[config.mk]
export PLATFORM = sky130hd
export DESIGN_NAME = gr8ram_ctl
export DESIGN_NICKNAME = d
export VERILOG_FILES = /design/src/rtl/gr8ram_ctl.sv
export SDC_FILE = /design/constraint.sdc
export NUM_CORES = 1
export LEC_CHECK = 0
export BUFFER_PORTS_ARGS = -buffer_cell sky130_fd_sc_hd__buf_2
export CAP_MARGIN = 20
export CORE_MARGIN = 2
export CORE_UTILIZATION = 40
export DETAILED_ROUTE_END_ITERATION = 7
export PLACE_DENSITY = 0.68
export SYNTH_ARGS = -nofsm -noshare
export SYNTH_HDL_FRONTEND = slang
export SYNTH_SLANG_ARGS = --single-unit
[constraint.sdc]
create_clock -name C7M -period 2.6 [get_ports C7M]
set_input_delay 0.52 -clock C7M [delete_from_list [all_inputs] [get_ports C7M]]
set_output_delay 0.52 -clock C7M [all_outputs]
set_load 0.005 [all_outputs]
[src/rtl/gr8ram_ctl.sv]
// GR8RAM Apple II slot card controller: bus-phase sequencer, address/control
// registers with auto-increment, muxed DRAM timing with CAS-before-RAS refresh, ROM select.
module gr8ram_ctl #(
  parameter int unsigned RA_W    = 11,
  parameter int unsigned CS_W    = 1,
  parameter int unsigned REF_DIV = 13
) (
  input  logic                 C7M,
  input  logic                 RES,
  input  logic                 PHI1,
  input  logic                 nDEVSEL,
  input  logic                 nIOSEL,
  input  logic                 nIOSTRB,
  input  logic [10:0]          A,
  input  logic                 nWE,
  input  logic [7:0]           Din,
  input  logic [7:0]           RDin,
  output logic [7:0]           Dout,
  output logic                 DOE,
  output logic                 RDOE,
  output logic [RA_W-1:0]      RA,
  output logic                 nRAS,
  output logic [2**CS_W-1:0]   nCAS,
  output logic                 nRWE,
  output logic                 nRCS,
  output logic [7:0]           ROMBANK
);

  localparam int unsigned NBANK  = 2**CS_W;
  localparam int unsigned ADDR_W = 2*RA_W + CS_W;
  localparam int unsigned REF_W  = (REF_DIV > 1) ? $clog2(REF_DIV) : 1;

  logic [2:0]        s, s_nxt;
  logic              phi1reg, phi0seen;
  logic              dben, csen, regen, iromen;
  logic              incpend, inc_en, dec, casel;
  logic [REF_W-1:0]  refcnt;
  logic [ADDR_W-1:0] addr;
  logic [7:0]        bank;
  logic [31:0]       addr32, addr_wr;
  logic [CS_W-1:0]   chip;
  logic              regsel, ramrd, ramwr, refresh;
  logic              ras_nxt, rwe_nxt, casel_nxt;
  logic [NBANK-1:0]  cas_nxt;

  assign addr32  = 32'(addr);
  assign chip    = addr[ADDR_W-1 -: CS_W];
  assign regsel  = !nDEVSEL && regen;
  assign ramrd   = regsel && (A[3:0] == 4'h3) && nWE;
  assign ramwr   = regsel && (A[3:0] == 4'h3) && !nWE;
  assign refresh = (refcnt == '0);

  always_comb begin
    if (PHI1 && !phi1reg && phi0seen) s_nxt = 3'd1;
    else if (s == 3'd0 || s == 3'd7)  s_nxt = s;
    else                               s_nxt = s + 3'd1;
  end

  // DRAM strobes are registered, so they are decoded from the state being entered.
  always_comb begin
    ras_nxt   = 1'b1;
    cas_nxt   = '1;
    rwe_nxt   = 1'b1;
    casel_nxt = 1'b0;
    if (refresh && (s_nxt == 3'd2 || s_nxt == 3'd3)) cas_nxt = '0;
    if (refresh && s_nxt == 3'd3) ras_nxt = 1'b0;
    if (ramrd && s_nxt >= 3'd5) ras_nxt = 1'b0;
    if (ramrd && s_nxt >= 3'd6) begin
      casel_nxt     = 1'b1;
      cas_nxt[chip] = 1'b0;
    end
    if (ramwr && s_nxt >= 3'd6) ras_nxt = 1'b0;
    if (ramwr && s_nxt == 3'd7) begin
      casel_nxt     = 1'b1;
      cas_nxt[chip] = 1'b0;
      rwe_nxt       = 1'b0;
    end
  end

  // Byte writes go through a 32-bit view so bits above ADDR_W drop out.
  always_comb begin
    addr_wr = addr32;
    case (A[3:0])
      4'h0:    addr_wr[7:0]   = Din;
      4'h1:    addr_wr[15:8]  = Din;
      4'h2:    addr_wr[23:16] = Din;
      4'h4:    addr_wr[31:24] = Din;
      default: ;
    endcase
  end

  always_ff @(posedge C7M) begin
    if (RES) begin
      s        <= '0;
      phi1reg  <= 1'b0;
      phi0seen <= 1'b0;
      refcnt   <= '0;
      dben     <= 1'b0;
      csen     <= 1'b0;
      regen    <= 1'b0;
      iromen   <= 1'b0;
      addr     <= '0;
      bank     <= '0;
      incpend  <= 1'b0;
      inc_en   <= 1'b1;
      dec      <= 1'b0;
      casel    <= 1'b0;
      nRAS     <= 1'b1;
      nCAS     <= '1;
      nRWE     <= 1'b1;
    end else begin
      phi1reg <= PHI1;
      if (!PHI1) phi0seen <= 1'b1;
      s    <= s_nxt;
      dben <= (s >= 3'd4);
      csen <= (s == 3'd4 && nWE) || (s >= 3'd5);
      if (s == 3'd3)
        refcnt <= (refcnt == REF_W'(REF_DIV - 1)) ? '0 : refcnt + 1'b1;
      if (s == 3'd4 && !nIOSEL) begin
        regen  <= 1'b1;
        iromen <= 1'b1;
      end
      if (s == 3'd4 && !nIOSTRB && A == 11'h7FF) iromen <= 1'b0;
      nRAS  <= ras_nxt;
      nCAS  <= cas_nxt;
      nRWE  <= rwe_nxt;
      casel <= casel_nxt;
      if (s == 3'd1 && incpend) begin
        addr    <= dec ? addr - 1'b1 : addr + 1'b1;
        incpend <= 1'b0;
      end
      if (s == 3'd6 && regsel) begin
        if (!nWE) begin
          incpend <= 1'b0;
          case (A[3:0])
            4'h0, 4'h1, 4'h2, 4'h4: addr <= addr_wr[ADDR_W-1:0];
            4'hE: begin
              inc_en <= Din[0];
              dec    <= Din[1];
            end
            4'hF:    bank <= Din;
            default: ;
          endcase
        end
        if (A[3:0] == 4'h3 && inc_en) incpend <= 1'b1;
      end
    end
  end

  always_comb begin
    Dout = RDin;
    if (!nDEVSEL) begin
      case (A[3:0])
        4'h0:    Dout = addr32[7:0];
        4'h1:    Dout = addr32[15:8];
        4'h2:    Dout = addr32[23:16];
        4'h3:    Dout = RDin;
        4'h4:    Dout = addr32[31:24];
        4'hE:    Dout = {6'b0, dec, inc_en};
        4'hF:    Dout = bank;
        default: Dout = 8'h00;
      endcase
    end
  end

  assign DOE     = dben && nWE && ((!nDEVSEL && regen) || !nIOSEL || (!nIOSTRB && iromen));
  assign RDOE    = dben && !nWE;
  assign nRCS    = !((!nIOSEL || (!nIOSTRB && iromen)) && csen);
  assign RA      = casel ? addr[RA_W-1:0] : addr[2*RA_W-1:RA_W];
  assign ROMBANK = bank;

endmodule

## Word level (Yosys, flattened, before mapping)

Index checks and enable logic that the tools add are counted.

- Register bits: 52
- Bits of input ports: 34
- Output and inout bits: 34
- Word-level logic and storage cells: 125

- Add/subtract/negate cells: 4
- Order comparisons: 6
- Equality and inequality tests: 19
- Muxes and demuxes: 29
- Bitwise logic cells: 4
- Reductions and logical operators: 44

Operators by type and width:

| cell | count |
|---|---|
| $mux W23 | 5 |
| $pmux W8 S6 | 1 |
| $logic_and A1 B1 Y1 | 25 |
| $mux W8 | 3 |
| $add A23 B1 Y23 const B | 1 |
| $sub A23 B1 Y23 const B | 1 |
| $eq A3 B3 Y1 const B | 4 |
| $eq A4 B4 Y1 const B | 3 |
| $ge A3 B3 Y1 const B | 4 |
| $ne A4 B4 Y1 const B | 3 |
| $eq A11 B11 Y1 const B | 1 |
| $mux W1 | 11 |
| $mux W11 | 1 |
| $eq A3 B2 Y1 const B | 3 |
| $eq A4 B2 Y1 const B | 2 |
| $logic_not A4 Y1 | 2 |
| $mux W7 | 1 |
| $logic_not A1 Y1 | 6 |
| $logic_or A1 B1 Y1 | 6 |
| $mux W2 | 3 |
| $mux W3 | 2 |
| $reduce_and A3 Y1 | 2 |
| $add A4 B1 Y4 const B | 1 |
| $and A2 B2 Y2 | 2 |
| other kinds (13) | 13 |

## Longest topological paths before layout

Gate-level depths: netlist (run 1).

- Depth in word-level cells: 12
- Gate-level depth with buffers: 9

## Worst setup path before layout (run 1)

OpenSTA, ideal clock, no wires.

- Kind: register to register
- Start: register dec
- End: register addr[17]
- Arrival time: 2,631 ps
- Path slack: -113 ps
- Cell stages (with the launch flop): 8
- Path buffers: 0
- Path through: dfxtp_1 ha_1 a211oi_2 o21ba_2 o21ai_2 o41a_1 a2111o_1 o221ai_1

- Longest elaborated chain between the ends: 5

Ends and longest elaborated chain:

| item | line | source |
|---|---|---|
| from (decl) | 36 | `logic incpend, inc_en, dec, casel;` |
| from (signal assigned) | 139 | `dec <= Din[1];` |
| $mux W23 * | 129 | `addr <= dec ? addr - 1'b1 : addr + 1'b1;` |
| $mux W23 * | 128 | `if (s == 3'd1 && incpend) begin` |
| $mux W23 | 135 | `case (A[3:0])` |
| $mux W23 | 133 | `if (!nWE) begin` |
| $mux W23 * | 132 | `if (s == 3'd6 && regsel) begin` |
| to (signal assigned) | 129 |  |
| to (signal assigned) | 136 | `4'h0, 4'h1, 4'h2, 4'h4: addr <= addr_wr[ADDR_W-1:0];` |
| to (decl) | 38 | `logic [ADDR_W-1:0] addr;` |

Every way passes the cells marked *; elsewhere a longest branch is shown, timed or not.
A chain may end at the register's enable or synchronous reset.

## Worst setup path in the final report (run 1)

- Start: input port A[3]
- End: output port Dout[5]

- Longest elaborated chain between the ends: 3
- Elaborated cells on any way between the ends: 8
- Classes of those cells: eq/ne: 5; mux: 2; reduce/logical: 1

Ends and longest elaborated chain:

| item | line | source |
|---|---|---|
| from (decl) | 14 | `input logic [10:0] A,` |
| $eq A4 B4 Y1 (tied with other cells) | 153 | `case (A[3:0])` |
| $pmux W8 S6 * | 153 |  |
| $mux W8 * | 152 | `if (!nDEVSEL) begin` |
| to (decl) | 18 | `output logic [7:0] Dout,` |

Marks and branches as above.

==> results.txt, run 1 <==
- When the netlist entered floorplanning its net count stood at 567.
* Number of iterations in the first detailed-routing pass: 5
- Area occupied by multi-input gates: 2810 um^2
- The later pin in the worst-skew pair is clocked with a latency of 0.32 ns.
- No sink is reached through more buffers than the 2 on the longest clock path.
- Sequential cell area: 1040 um^2
- Vert. Die Dim: 104 um
- Most numerous cell in the Yosys netlist: sky130_fd_sc_hd__nand2_1
- Fraction of synthesis flops using an asynchronous set or reset pin: 0
- Final Cycle Share: 0.965
- P_leak: 2.04 nW
* Cell area after synthesis: 3980 um^2
- Final critical-path setup slack: 0.0902 ns
- The worst hold path begins at PHI1.
- Number of buffer and inverter stages on the critical path: 3
- Among cell families on the critical path, the largest total delay comes from compound AO/OA/AOI/OAI gates.
* DR WL/cell: 18.8 um
* Share of power burned in the clock network: 0.342
- Required time of the worst setup path: 2.08 ns
- At the worst endpoint, the arrival time is 1.99 ns.
- The worst setup path is of the input pin to primary output kind.
* Via density per instance: 5.98
- Internal: 1.22 mW
* Leading post-synthesis cells by instance count: sky130_fd_sc_hd__nand2_1, sky130_fd_sc_hd__dfxtp_1, sky130_fd_sc_hd__nor2_1, sky130_fd_sc_hd__a21oi_1, sky130_fd_sc_hd__ha_1
* Die width: 104 um
- Of the total synthesized cell area, the portion taken by XOR and XNOR cells is 0.0242.
* Top area cells in the synthesized netlist: sky130_fd_sc_hd__dfxtp_1, sky130_fd_sc_hd__ha_1, sky130_fd_sc_hd__a21oi_1
- The count of pins over their slew limit was 0.
- The number of antenna violations at the first check in global routing came to 0.
* Clock Skew: 0.0109 ns
- Of the total power, combinational logic draws 0.170.
- Number of nets in the layout: 650
- Share of total power consumed by net switching: 0.287
- Run status: complete, no violations
- Worst hold path depth: 2
- The synthesized design contains 0 enable-type register cells.
- Largest voltage drop on the vdd net: 0.000311 V
- After detailed placement, the total cell area comes to 4610 um^2.
- The final-report hold violation count came to 0.
- PnR Total Power: 1.71 mW
* Remaining global-route overflow: 0
- The die covers 10800 um^2.
- Summed over all nets, the switching power comes to 490 uW.
* GR Util met1: 0.328
* Core ar.: 9730 um^2
- Buffers placed on the I/O ports in this run total 67.
- Sum of routed wire length over all layers: 13.6 mm
- Via Count: 4315
* Number of warnings printed during yosys synthesis: 0
- Largest stage delay on the critical path: 0.33 ns
* Fraction of the mapped netlist area in adder cells: 0.0958
- After routing, the total negative slack on setup checks comes to 0 ns.
- The first global-routing pass estimated 21.5 mm of wire.
- The count of nets left with antenna violations once routing finished came out at 0.
- Share of the synthesized area in the top cell type: 0.261
- For this run, the leading register cell type out of synthesis is sky130_fd_sc_hd__dfxtp_1.
- Area fraction in compound gates after synthesis: 0.280
* Critical path startpoint: A[3]
- met2 is the most crowded layer.
- Total of flip-flops plus latches after synthesis: 52
* Unrepaired setup endpoints after global routing: no
* Combinational family with the most area after synthesis: compound AO/OA/AOI/OAI gates
- For this design the ratio of total power to cell area is 359 nW/um^2.
- After detailed routing, the number of remaining DRC violations is 0.
- In the global route stage, met3 resource usage came out at 0.0428.
* Fillcell total: 968
- Fraction of final layout cells with drive strength greater than 1: 0.228
* Critical R2R Launch: dec
- Top cell type by total area after synthesis: sky130_fd_sc_hd__dfxtp_1
- The clock net in this run drives a total of 52 sinks.
* # diodes: 0
- Setup violations remaining at the end of the flow were counted as 0.
- At the pin with the least slew margin, the transition time is 0.645 ns.
- Clock root buffer: sky130_fd_sc_hd__clkbuf_8
* H-Tree Level Count: 2
* Cell count after synthesis: 504
- The worst register-to-register path has a depth of 7.
* Io pins: 68
* Detailed Route Iter0 Violations: 481
- Of the total power, registers draw 0.488.
- The tool flagged a number of max-cap violations equal to 0.
* Cells along the critical path: buf_2 > or2_1 > nor3_1 > buf_4 > a222oi_1 > a21boi_0 > o21ai_1 > buf_2
* Hold Crit Class: input pin to flop
* Post-synthesis mux area share: 0.0688
- Fin area: 4760 um^2
- Number of global-route vias before repair: 4176
- The share of the Yosys chip area taken by registers is 0.261.
* Clock-pin slew on the worst setup and hold paths: 0.11 ns
* Largest net degree at the start of global routing: 46
* HPWL reported at the end of detailed placement: 10.5 mm
- Of the total synthesized cell area, the portion taken by AND, OR, NAND and NOR gates is 0.234.
- Overall global routing resource usage: 0.246
- The netlist uses 78 different library cells.
- At the placement stage, the worst setup path has a slack of 0.0242 ns.
* Maximum fanout count along the critical path: 11
- Critical Path Sink Type: primary output
- For met2 alone, demand over resource in global routing was 0.408.
- Fin Hold WS: 0.407 ns
- Among the stages of the critical path, the cell type that occurs most often is sky130_fd_sc_hd__buf_2.
* Gp weighted congestion: 0.947
- Initial Utilization: 0.409
* Highest Clock Rate: 0.398 GHz
- TritonCTS built the clock tree.
- The floorplan has 36 rows.
- Category of the worst setup path launch point: input pin
- CTS Buf Count: 5
* Post-Syn Area per Cell: 7.90 um^2
* WP depth: 8
- Crit path max-delay cell type: sky130_fd_sc_hd__a222oi_1
* Slew HR: 0.564
* Synthesis-to-finish area growth: 19.5%
- Final critical-path required period: 2.51 ns
==> final cells by class <==
| cell class | instances | share of cell area |
|---|---|---|
| Sequential cell | 52 | 0.220 |
| Tap cell | 133 | 0.0350 |
| Multi-Input combinational cell | 415 | 0.591 |
| Timing Repair Buffer | 95 | 0.117 |
| Clock buffer | 6 | 0.0153 |
| Clock inverter | 2 | 0.00815 |
| Inverter | 18 | 0.0142 |
==> stage by stage <==
stage,cells,util
6_report,721,0.489
5_1_grt,721,0.489
4_1_cts,718,0.485
3_5_place_dp,710,0.474
3_3_place_gp,710,0.474
2_1_floorplan,504,-
==> state kept, by name (all words and copies together) (netlist names), 2 cells and up <==
signal and flops:
addr 23, s 3, nCAS 2, refcnt 4
ROMBANK 8
==> kinds of logic after synthesis <==
kind of cell	after synthesis
fa+ha+maj	30
simple gates	186
flops	52
compound gates	162
mux	26
xor+xnor	11
buf+inv	37
==> metal layers <==
metal | vias to the layer above | part of all wire
met5 | - | 0
met4 | 0 | 0.017
met3 | 26 | 0.090
met2 | 220 | 0.47
met1 | 2012 | 0.43
li1 | 2057 | -
==> what timing repair did <==
| action | CTS | global route |
|---|---|---|
| hold buffers | 0 | 0 |
| endpoints found under the hold margin | 0 | 0 |
| setup buffers | 0 | 3 |
| resized for setup | 0 | 5 |
| endpoints found under the setup margin | 0 | 10 |
==> power groups by stage <==
| stage | clock network, mW | logic, mW | registers, mW |
|---|---|---|---|
| 2_1_floorplan | 0 | 0.178 | 0.851 |
| 3_3_place_gp | 0 | 0.275 | 0.852 |
| 3_5_place_dp | 0 | 0.283 | 0.853 |
| 4_1_cts | 0.584 | 0.284 | 0.834 |
| 5_1_grt | 0.621 | 0.320 | 0.836 |
| 6_report | 0.585 | 0.289 | 0.833 |
==> final timing paths <==
kind / slack, ns / to
hold / removal: 0.41 / phi0seen
setup / recovery: 0.09 / Dout[5]
setup reg to reg: 0.12 / addr[17]
hold reg to reg: 0.47 / phi0seen
==> worst reg2reg max path: cells and delay by family (launching register included) <==
kind,cells,cell delay (ns)
adders and majority gates,1,0.39
DFF,1,0.43
AOI/OAI and AO/OA,6,1.59
==> cell usage in the layout (no fill, tap or decap), types with 11 or more instances in the layout <==
cell type	count
sky130_fd_sc_hd__a21oi_1	43
sky130_fd_sc_hd__buf_2	67
sky130_fd_sc_hd__buf_4	27
sky130_fd_sc_hd__dfxtp_1	51
sky130_fd_sc_hd__ha_1	28
sky130_fd_sc_hd__inv_1	18
sky130_fd_sc_hd__mux2_2	11
sky130_fd_sc_hd__mux2i_1	15
sky130_fd_sc_hd__nand2_1	57
sky130_fd_sc_hd__nand3_1	12
sky130_fd_sc_hd__nor2_1	49
sky130_fd_sc_hd__nor3_1	19
sky130_fd_sc_hd__o21ai_0	21
Note: power is estimated with default switching activity, not from simulation.
==> run 2: changes to the inputs <==
--- a/config.mk
+++ b/config.mk
@@ -8,9 +8,9 @@
 export BUFFER_PORTS_ARGS = -buffer_cell sky130_fd_sc_hd__buf_2
 export CAP_MARGIN = 20
 export CORE_MARGIN = 2
-export CORE_UTILIZATION = 40
+export CORE_UTILIZATION = 35
 export DETAILED_ROUTE_END_ITERATION = 7
-export PLACE_DENSITY = 0.68
+export PLACE_DENSITY = 0.62
 export SYNTH_ARGS = -nofsm -noshare
 export SYNTH_HDL_FRONTEND = slang
 export SYNTH_SLANG_ARGS = --single-unit
==> constraint.sdc (replaced) <==
create_clock -name C7M -period 2.6 [get_ports C7M]
set_input_delay 0.52 -clock C7M [delete_from_list [all_inputs] [get_ports C7M]]
set_output_delay 0.52 -clock C7M [all_outputs]
set_load 0.02 [all_outputs]
==> results.txt, run 2 (synthesis results as in run 1) <==
* Run status: complete, no violations
- Post-layout instance count excluding filler cells: 725
- The count of pins over their slew limit came to 0.
- After routing the design area is 4790 um^2.
- # diodes: 0
- The worst pin sits at a relative slew slack of 0.595.
- Fin Hold WS: 0.446 ns
* Core ar.: 11000 um^2
- Cells along the critical path: fa_1 > a21oi_1 > o22ai_2 > a211oi_2 > buf_4 > o211ai_2 > buf_4 > a211o_1 > o221ai_1
* Unrepaired setup endpoints after global routing: no
- The library cell used most frequently in the layout, excluding fill and tap cells, is sky130_fd_sc_hd__buf_2.
* Standard-cell row count: 38
- Wires add up to 13.5 mm.
- Via Count: 4325
- Clock-pin slew on the worst setup and hold paths: 0.07 ns
- Detailed Route Iter0 Violations: 371
* Global-route wire length before repair: 21.9 mm
* Final Core Density: 0.436
- The count of nets left with antenna violations once routing finished came out at 0.
- VDD sags by at most 0.000409 V.
* Number of global-route vias before repair: 4257
* P_leak: 2.04 nW
- Clock insertion delay at the later pin of the skew report: 0.29 ns
- Antenna violations before repair: 0
- In the finished design, the share of the clock period the worst path needs comes to 0.955.
- Max-cap violations in this run came to 0.
* Number of nets in the layout: 647
- The most numerous cell type found on the critical path is sky130_fd_sc_hd__buf_4.
* Largest register by flop count: addr
* DRC viols: 0
- DR WL/cell: 18.6 um
- Flip-flop count of the largest register, all copies and words added: 23
* Via density per instance: 5.97
- The smallest clock period supported by the final layout is computed as 2.48 ns.
- CTS built an H-tree with a depth of 2.
- Placement-stage worst setup slack: 0.0188 ns
* Remaining global-route overflow: 0
- The congestion estimate from routability-driven global placement came to 0.943.
* Maximum fanout count along the critical path: 13
- For the pin with the worst max-slew slack, the measured transition is 0.600 ns.
- Io pins: 68
- Overall die area: 12200 um^2
- Number of iterations in the first detailed-routing pass: 6
* HPWL reported at the end of detailed placement: 10.7 mm
* Required time of the worst setup path: 2.81 ns
- The min-delay analysis places its worst path in the category input pin to flop.
- Vert. Die Dim: 111 um
- In this run the horizontal extent of the chip is 111 um.
- Hold bufs inserted after CTS: 0
* Dpl cell area: 4610 um^2
- The slowest stage of the critical path belongs to the cell sky130_fd_sc_hd__fa_1.
* Clock Skew: 0.00565 ns
- In the final timing run, aggregate negative setup slack is 0 ns.
* Clock tree from TritonCTS: yes
- Buffers placed on the I/O ports in this run total 67.
- Across all setup checks in the final design, the least slack found is 0.117 ns.
* Number of buffers on the longest clock path: 2
- Arr. time, crit path: 2.69 ns
- In the final layout, the share of cells above drive strength 1 is 0.229.
* PnR Total Power: 1.79 mW
* Overall global routing resource usage: 0.218
- Critical Path Sink Type: flop
- Clock tree synthesis found a total of 52 sinks.
- Cell total after placement: 717
* Worst Setup Path Type: flop to flop
- The final-report hold violation count is 0.
- Power Dens Cells: 374 nW/um^2
- Category of the worst setup path launch point: flop
- In this run, CTS created clock tree buffers numbering 5.
- Clock root buffer: sky130_fd_sc_hd__clkbuf_16
- For this run, the top clock speed supported by timing is 0.403 GHz.
- Commonest non-fill, non-tap cells in the layout: sky130_fd_sc_hd__buf_2, sky130_fd_sc_hd__nand2_1, sky130_fd_sc_hd__dfxtp_1, sky130_fd_sc_hd__nor2_1, sky130_fd_sc_hd__a21oi_1
- The largest single stage delay on the critical path is 0.49 ns.
- Synthesis-to-finish area growth: 20.2%
* Setup violations, final: 0
* Largest net degree at the start of global routing: 22
* Initial Utilization: 0.363
-- run 2: final timing paths --
check	from	cells past startpoint	slack [ns]	endpoint
worst max-delay path	dec	9	0.12	addr[20]
worst min register to register	phi0seen	2	0.47	phi0seen
worst min-delay path	PHI1	2	0.45	phi0seen
worst max register to register	dec	9	0.12	addr[20]
-- run 2: power by group --
part,switching (mW),internal [mW]
logic,0.195,0.110
registers,0.0181,0.816
clock network,0.292,0.359
-- run 2: cell type report --
class,instances,area (um^2)
Sequential cell,52,1040
Clock inverter,2,16.3
Multi-Input combinational cell,415,2830
Inverter,18,67.6
Timing Repair Buffer,92,523
Clock buffer,6,129
Fill cell,1099,6200
Tap cell,140,175
-- run 2: critical path, delay by kind of cell (launching register included) --
family | cells | cell delay, ns
adder cells (fa/ha/maj) | 1 | 0.49
buffers and inverters | 2 | 0.35
flip-flops | 1 | 0.41
AO/OA/AOI/OAI | 6 | 1.14
-- run 2: repair_timing --
action	4_1_cts	5_1_grt
endpoints found under the setup margin	1	8
resized for setup	1	8
buffers inserted	0	0
endpoints found under the hold margin	0	0
-- run 2: per-layer routing --
layer	track usage	part of all wire
met5	0	0
met4	0.0783	0.021
met3	0.0585	0.081
met2	0.356	0.47
met1	0.275	0.43
